==> src/rtl/output_deskew_buffer.sv <==
// Realigns the skewed per-column result stream from the systolic array into
// row vectors and buffers them in a FIFO. Optional macro OUTPUT_DESKEW_ROWCNT_EN adds row_count.
module output_deskew_buffer #(
  parameter int SA_SIZE     = 8,
  parameter int RESULT_SIZE = 32,
  parameter int FIFO_DEPTH  = 4
) (
  input  logic                          clk,
  input  logic                          resetn,
  input  logic [RESULT_SIZE-1:0]        in_data [SA_SIZE],
  input  logic [SA_SIZE-1:0]            in_valid,
  output logic [RESULT_SIZE-1:0]        out_data [SA_SIZE],
  output logic                          out_valid,
  input  logic                          out_ready,
  output logic [$clog2(FIFO_DEPTH):0]   fifo_count,
  output logic                          overflow_err,
  output logic                          skew_err,
  input  logic                          clear_err
`ifdef OUTPUT_DESKEW_ROWCNT_EN
  ,
  output logic [31:0]                   row_count
`endif
);

  localparam int PTR_W = $clog2(FIFO_DEPTH);
  localparam int CNT_W = PTR_W + 1;

  logic [RESULT_SIZE-1:0] col_data_s [SA_SIZE];
  logic [SA_SIZE-1:0]     col_valid_s;

`ifdef OUTPUT_DESKEW_ROWCNT_EN
`ifdef FORMAL
  logic [$clog2(SA_SIZE+1):0] warm_q;

  // Counts consecutive out-of-reset edges so $past only looks at loaded stages.
  always_ff @(posedge clk) begin
    if (!resetn) begin
      warm_q <= '0;
    end else if (warm_q <= ($clog2(SA_SIZE+1)+1)'(SA_SIZE)) begin
      warm_q <= warm_q + ($clog2(SA_SIZE+1)+1)'(1);
    end else begin
      warm_q <= warm_q;
    end
  end
`endif
`endif

  // Column c gets SA_SIZE-c stages so every column lands on the same edge.
  for (genvar c = 0; c < SA_SIZE; c++) begin : g_col
    localparam int DEPTH = SA_SIZE - c;
    logic [RESULT_SIZE-1:0] data_q [DEPTH];
    logic [DEPTH-1:0]       valid_q;

    // Free-running shift chain; never stalls.
    always_ff @(posedge clk) begin
      if (!resetn) begin
        for (int k = 0; k < DEPTH; k++) begin
          data_q[k] <= '0;
        end
        valid_q <= '0;
      end else begin
        data_q[0]  <= in_data[c];
        valid_q[0] <= in_valid[c];
        for (int k = 1; k < DEPTH; k++) begin
          data_q[k]  <= data_q[k-1];
          valid_q[k] <= valid_q[k-1];
        end
      end
    end

    assign col_data_s[c]  = data_q[DEPTH-1];
    assign col_valid_s[c] = valid_q[DEPTH-1];

`ifdef OUTPUT_DESKEW_ROWCNT_EN
`ifdef FORMAL
    a_stage_delay: assert property (@(posedge clk)
      (resetn && (warm_q >= ($clog2(SA_SIZE+1)+1)'(DEPTH))) |->
      (data_q[DEPTH-1] == $past(in_data[c], DEPTH)));
`endif
`endif
  end

  logic [RESULT_SIZE-1:0] mem_q [FIFO_DEPTH][SA_SIZE];
  logic [PTR_W-1:0]       wr_ptr_q, wr_ptr_d, rd_ptr_q, rd_ptr_d;
  logic [CNT_W-1:0]       count_q, count_d;
  logic                   overflow_q, overflow_d, skew_q, skew_d;
  logic                   row_valid_s, skew_evt_s, ovf_evt_s;
  logic                   empty_s, full_s, pop_s, push_s;

  // Row qualification, FIFO control and sticky-error next state.
  always_comb begin
    row_valid_s = &col_valid_s;
    skew_evt_s  = (|col_valid_s) && !row_valid_s;
    empty_s     = (count_q == '0);
    full_s      = (count_q == CNT_W'(FIFO_DEPTH));
    pop_s       = !empty_s && out_ready;
    push_s      = row_valid_s && (!full_s || pop_s);
    ovf_evt_s   = row_valid_s && full_s && !pop_s;
    wr_ptr_d    = push_s ? wr_ptr_q + PTR_W'(1) : wr_ptr_q;
    rd_ptr_d    = pop_s ? rd_ptr_q + PTR_W'(1) : rd_ptr_q;
    case ({push_s, pop_s})
      2'b10:   count_d = count_q + CNT_W'(1);
      2'b01:   count_d = count_q - CNT_W'(1);
      default: count_d = count_q;
    endcase
    // An error event in the same cycle as clear_err keeps the flag set.
    overflow_d = ovf_evt_s || (overflow_q && !clear_err);
    skew_d     = skew_evt_s || (skew_q && !clear_err);
  end

  // FIFO pointers, occupancy and sticky flags.
  always_ff @(posedge clk) begin
    if (!resetn) begin
      wr_ptr_q   <= '0;
      rd_ptr_q   <= '0;
      count_q    <= '0;
      overflow_q <= 1'b0;
      skew_q     <= 1'b0;
    end else begin
      wr_ptr_q   <= wr_ptr_d;
      rd_ptr_q   <= rd_ptr_d;
      count_q    <= count_d;
      overflow_q <= overflow_d;
      skew_q     <= skew_d;
    end
  end

  // Row storage.
  always_ff @(posedge clk) begin
    if (!resetn) begin
      for (int r = 0; r < FIFO_DEPTH; r++) begin
        for (int c = 0; c < SA_SIZE; c++) begin
          mem_q[r][c] <= '0;
        end
      end
    end else if (push_s) begin
      for (int c = 0; c < SA_SIZE; c++) begin
        mem_q[wr_ptr_q][c] <= col_data_s[c];
      end
    end else begin
      mem_q <= mem_q;
    end
  end

  // Head row straight from storage; zero while empty.
  always_comb begin
    for (int c = 0; c < SA_SIZE; c++) begin
      out_data[c] = empty_s ? '0 : mem_q[rd_ptr_q][c];
    end
  end

  assign out_valid    = !empty_s;
  assign fifo_count   = count_q;
  assign overflow_err = overflow_q;
  assign skew_err     = skew_q;

`ifdef OUTPUT_DESKEW_ROWCNT_EN
  logic [31:0] row_cnt_q, row_cnt_d;

  always_comb begin
    row_cnt_d = pop_s ? row_cnt_q + 32'd1 : row_cnt_q;
  end

  // Accepted-row counter, wraps naturally.
  always_ff @(posedge clk) begin
    if (!resetn) begin
      row_cnt_q <= 32'd0;
    end else begin
      row_cnt_q <= row_cnt_d;
    end
  end

  assign row_count = row_cnt_q;
`endif

endmodule

==> config.mk <==
export PLATFORM = sky130hd
export DESIGN_NAME = output_deskew_buffer
export DESIGN_NICKNAME = d
export VERILOG_FILES = /design/src/rtl/output_deskew_buffer.sv
export SDC_FILE = /design/constraint.sdc
export NUM_CORES = 2
export LEC_CHECK = 0
export ABC_CLOCK_PERIOD_IN_PS = 2700
export CAP_MARGIN = 30
export CORE_ASPECT_RATIO = 0.8
export CORE_MARGIN = 1
export CORE_UTILIZATION = 35
export CTS_CLUSTER_SIZE = 16
export DETAILED_ROUTE_END_ITERATION = 16
export PLACE_DENSITY_LB_ADDON = 0.25
export SLEW_MARGIN = 20
export SYNTH_ARGS = -nofsm -noshare
export SYNTH_HDL_FRONTEND = slang
export SYNTH_SLANG_ARGS = --single-unit
==> constraint.sdc <==
create_clock -name clk -period 2.7 [get_ports clk]
set_input_delay 0.675 -clock clk [delete_from_list [all_inputs] [get_ports clk]]
set_output_delay 0.675 -clock clk [all_outputs]
set_load 0.005 [all_outputs]
# Yosys cells after proc, flatten, opt, wreduce, memory -nomap -nowiden
# Memories as Yosys holds them, arrays and structs flattened.
# Cells that the tools add are included.
dict set report word_totals {
  register_bits 1069
  mem_count 8
  output_inout_bits 262
  latch_bits 0
  mem_bits_ro 0
  mem_bits_rw 1152
}
# memory words word_bits read_ports rd_ports_with_merged_regs write_ports line
set memory_table {}
lappend memory_table {{g_col[0].data_q} 8 32 8 0 8 51} ;# logic [RESULT_SIZE-1:0] data_q [DEPTH];
lappend memory_table {{g_col[1].data_q} 7 32 7 0 7 51}
lappend memory_table {{g_col[2].data_q} 6 32 6 0 6 51}
lappend memory_table {{g_col[3].data_q} 5 32 5 0 5 51}
lappend memory_table {{g_col[4].data_q} 4 32 4 0 4 51}
lappend memory_table {{g_col[5].data_q} 3 32 3 0 3 51}
lappend memory_table {{2 more memories} - - - - - -}
dict set report classes {
  muxes 75
  shifts 0
  n_lt_le_gt_ge 3
  div_mod_pow 0
  n_eq_ne 3
  add_sub_neg 4
  n_reduce_logical 21
  multipliers 0
  bitwise 37
}
# op count
set ops {}
lappend ops {{bitwise mux 1024 bit} 8}
lappend ops {{demux 256 bit (select 2 bit)} 8}
lappend ops {{2-to-1 mux 32 bit} 45}
lappend ops {{2-to-1 mux 256 bit} 3}
lappend ops {{binary-select mux 256 bit (select 2 bit)} 1}
lappend ops {{2-to-1 mux 224 bit} 1}
lappend ops {{2-to-1 mux 192 bit} 1}
lappend ops {{2-to-1 mux 160 bit} 1}
lappend ops {{2-to-1 mux 128 bit} 1}
lappend ops {{2-to-1 mux 96 bit} 1}
lappend ops {{2-to-1 mux 64 bit} 1}
lappend ops {{OR 1 bit} 35}
lappend ops {{OR reduction 32 bit} 1}
lappend ops {{logical AND 1 bit} 8}
lappend ops {{AND reduction 8 bit} 1}
lappend ops {{OR reduction 8 bit} 1}
lappend ops {{greater-or-equal comparator 3 bit (second input constant)} 2}
lappend ops {{NOT 2 -> 3 bit} 2}
lappend ops {{one-hot mux 3 bit (2 select lines)} 1}
lappend ops {{logical NOT 1 bit} 5}
lappend ops {{adder 2 x 1 -> 2 bit (second input constant)} 2}
lappend ops {{adder 3 x 1 -> 3 bit (second input constant)} 1}
lappend ops {{== test 3 bit (second input constant)} 1}
lappend ops {{logical NOT 3 bit} 1}
lappend ops {{7 further kinds} 11}

# Depth between registers and ports, before layout
dict set report logic_depth {
  ltp_word 13
  mapped_depth 9
  mapped_depth_nobuf 8
}

# Least setup slack after synthesis
# Ideal clock, no wire load.
dict set report synth_path {
  kind {input port to flip-flop}
  from {input out_ready}
  to {register count_q[2], in the netlist fifo_count[2]}
  cell_stages 9
  setup_ns 0.076
  required_time_ns 2.624
  path_buffers 1
  t_arrival_ns 2.608
  setup_slack_ns 0.017
  path_cell_list {or4b_1 buf_2 nand3_1 ha_1 inv_1 fa_1 xor2_1 or3_1 a21boi_0}
}
dict set report synth_via {
  elab_chain_cells 5
  word_cells_on_any_way 7
  classes_between {eq/ne: 2; mux: 1; reduce/logical: 4}
}
# element line
set synth_lines {}
lappend synth_lines {{start, declared} 14} ;# input logic out_ready,
lappend synth_lines {{logical AND 1 bit *} 96} ;# pop_s = !empty_s && out_ready;
lappend synth_lines {{logical OR 1 bit} 97} ;# push_s = row_valid_s && (!full_s || pop_s);
lappend synth_lines {{logical AND 1 bit} 97}
lappend synth_lines {{== test 2 x 1 -> 1 bit / == test 2 bit (equally long branches)} 101} ;# case ({push_s, pop_s})
lappend synth_lines {{one-hot mux 3 bit (2 select lines) / nonzero test 2 bit (equally long branches)} -}
lappend synth_lines {{end signal, assigned} 122} ;# count_q <= count_d;
lappend synth_lines {{end, declared} 85} ;# logic [CNT_W-1:0] count_q, count_d;
# Mark *: on every way between the ends. The rest lies on a longest branch, timed or not.
# A chain may end at the register's enable or synchronous reset.

==> impl_metrics.yaml <==
die:
  start_util_pct: 35.2
  die-width_um: 514
  row_count: 150
  chipHeight_um: 412
  boundaryPins: 530
  core_box_area_um2: 209000
  dieArea_um2: 212000
clock_network:
  cts_inserted_buffers: 213
  clock-root-buffer: "sky130_fd_sc_hd__clkbuf_16"
  clock_sink_count: 2221
  clock_tree_from_tritoncts: "yes"
  clkLatencyLatePin_ns: 0.87
  max-clock-path-buffers: 3
  cts-htree-levels: 4
  clock_edge_transition_at_the_registers_on_the_reported_setup_and_hold_paths_ns: 0.06
placed_design:
  worst_case_setup_slack_after_placement_ns: -0.411
  place.detailed.hpwl_um: 120000
  count_of_buffers_inserted_at_the_top_level_ports: 529
  post_dp_cell_area_um2: 83200
  gp_routability_congestion: 0.772
timing:
  fin_setup_tns_ns: -145.21
  finalSetupViolations: 258
  final_min_period_over_clock_period_pct: 126
  maxClockFrequency_mhz: 293
  slew_violations: 0
  hold_viol_final: 0
  timing.final.crit_period_ns: 3.41
  timing_worst_slew_pin_value_ns: 0.856
  worst_hold_slack_ns: 0.270
  grt_setup_unrepaired: "true"
  timing.clock.skew_ns: 0.0549
  maxSlewHeadroom_pct: 42.4
  final_critical_path_setup_slack_ns: -0.714
pwr:
  highest_ir_drop_seen_on_vdd_mv: 0.608
  p_per_area_nw_per_um2: 692
  static-leakage-power_nw: 36.2
yosys:
  synth.top_cells.by_area: "sky130_fd_sc_hd__dfxtp_1, sky130_fd_sc_hd__and2_1, sky130_fd_sc_hd__mux4_2, sky130_fd_sc_hd__nand3_1, sky130_fd_sc_hd__o21ai_0"
  synthesis.area_um2: 73500
  postSynthNetCount: 7139
  yosys.cell_types.count: 29
  synth.avg_cell_area_um2: 10.7
  synth_top_cell_by_area: "sky130_fd_sc_hd__dfxtp_1"
  postSynthCellCount: 6865
  ys_warn_count: 0
  synth_seq_area_share_pct: 60.5
  synth_top_cell_area_share_pct: 60.5
  postSynthRegisterBits: 2221
final_layout:
  post_route_cells_drive_above_1_share_pct: 21.0
  layout.cells.most_common: "sky130_fd_sc_hd__dfxtp_1"
  finalInstanceArea_um2: 94800
  final_net_count: 7853
  commonest_cells_after_routing_fill_and_taps_aside: "sky130_fd_sc_hd__dfxtp_1, sky130_fd_sc_hd__and2_1, sky130_fd_sc_hd__nand3_1, sky130_fd_sc_hd__o21ai_0, sky130_fd_sc_hd__buf_6"
  syn_to_final_growth_pct: 29.1
worst_setup_path:
  cp.required_ns: 2.03
  timing.critical_path.arrival_ns: 2.74
  crit_start: "rd_ptr_q[0]$_SDFFE_PN0P_"
  worstSetupEndpointType: "primary output"
  max_fanout_on_critical_path: 8
  cpLargestDelayFamily: "buffers and inverters"
  critical_path.startpoint_type: "flip-flop"
  crit_type: "reg -> out"
  critical_path_cell_count: 8
  worstPathCellList: "buf_12 -> buf_16 -> buf_12 -> buf_8 -> buf_6 -> mux4_2 -> and2_4 -> buf_6"
  critical_path.slowest_cell: "sky130_fd_sc_hd__mux4_2"
  r2r.worst_path.cells: 10
  max_stage_delay_ns: 0.55
  critical_path_buf_inv_count: 6
  crit-reg2reg-launch: "fifo_count[1]$_SDFFE_PN0P_"
drt:
  remaining_drc_errors: 0
  route.final.wire_length_um: 189000
  initialDrtViolationCount: 3446
  wire_per_inst_um: 17.9
  detail_route.first_pass.iterations: 6
  drtAntennaViolNets: 0
  detailroute.via_count: 49800
  viasPerCell: 4.71
grt:
  grt_remaining_overflow: 0
  grt_first_pass_wirelength_um: 276000
  grtUsageMet1_pct: 23.3
  gr-max-usage-layer: "met2"
  initial_antenna_violation_count: 16
  groute.layer.met2.usage_pct: 25.8
  grt.met3_usage_pct: 3.03
  grtUsageTotal_pct: 16.6
  maximum_number_of_pins_on_one_net_before_global_route_repair: 154
  grt_pass1_vias: 47100
hold_path:
  worst_hold_path.num_cells: 2
  hold_path.startpoint: "resetn"
  min-delay-path-class: "in -> reg"
run_status:
  run_status: "finished, violations left"
  failed_checks: "setup timing"
job:
  maxCapViolCount: 0
-- per-layer routing --
layer  wire length (um)  share of wire (%)
met2              85300                 45
met5                 10             0.0053
met1              90100                 48
met3               9020                4.8
met4               4900                2.6
-- power breakdown --
part           internal (W)  switching (W)  total (W)
clock                0.0178         0.0130     0.0308
sequential           0.0333       0.000133     0.0334
combinational      0.000717       0.000752    0.00147
total                0.0518         0.0138     0.0657
-- Yosys cell counts, drive strengths merged --
| master | count |
|---|---|
| a21boi | 1 |
| a21oi | 1 |
| and2 | 1450 |
| and4 | 2 |
| buf | 178 |
| clkbuf | 412 |
| dfxtp | 2221 |
| fa | 1 |
| ha | 5 |
| inv | 6 |
| mux4 | 256 |
| nand2 | 260 |
| nand3 | 1027 |
| nand4 | 4 |
| nor2b | 3 |
| nor4 | 2 |
| o21ai | 1027 |
| o22ai | 1 |
| or3 | 2 |
| or4b | 1 |
| xnor2 | 4 |
| xor2 | 1 |
-- registers in the layout, summed over array words and instances, names as in the netlist --
register / flops
wr_ptr_q: 2
mem_q: 1024
rd_ptr_q: 2
g_col.valid_q: 36
g_col.data_q: 1152
fifo_count: 3
skew_err: 1
overflow_err: 1
-- cell type report --
class | count | area, um^2
fillers | 19200 | 114000
flip-flops and latches | 2221 | 44500
multi-input cells | 4048 | 26900
repair buffers | 1089 | 12500
clock buffers | 312 | 6260
well taps | 2812 | 3520
clock inverters | 82 | 1160
inverters | 6 | 22.5
diodes | 1 | 2.50
-- path summary, 6_finish.rpt --
path | to | slack, ns
setup / recovery | out_data[66] | -0.71
hold / removal | g_col[6].data_q[0][31]$_SDFF_PN0_ | 0.27
setup reg to reg | fifo_count[2]$_SDFFE_PN0P_ | -0.17
hold reg to reg | g_col[3].data_q[0][125]$_SDFF_PN0_ | 0.39
-- cells by family (layout without fill, tap and decap cells) --
| group | after synthesis | in the layout | share of synthesized area, % |
|---|---|---|---|
| and+or+nand+nor | 2751 | 2751 | 20.8 |
| DFF | 2221 | 2221 | 60.5 |
| AOI/OAI and AO/OA | 1030 | 1030 | 7.02 |
| buffers and inverters | 596 | 1489 | 3.58 |
| muxes | 256 | 256 | 7.85 |
| adders and majority gates | 6 | 6 | 0.112 |
| xor gates and xnor gates | 5 | 5 | 0.0596 |
| other | 0 | 1 | 0 |
-- per-stage QoR --
| stage | std cells | power (W) | utilization, % |
|---|---|---|---|
| final | 10600 | 0.0657 | 45.4 |
| after global routing | 10600 | 0.0681 | 45.4 |
| after CTS | 10400 | 0.0665 | 44.1 |
| after detailed placement | 9907 | 0.0356 | 39.9 |
| after global placement | 9907 | 0.0356 | 39.9 |
| after floorplan | 6865 | 0.0348 | - |
-- timing repair --
action                                  4_1_cts  5_1_grt
hold endpoints to repair                      0        0
cloned                                       11       26
resized for setup                           746      744
endpoints found under the setup margin      257      257
setup buffers                                87      178
hold buffers                                  0        0
pin swaps                                    69      136
Note: power is estimated with default switching activity, not from simulation.
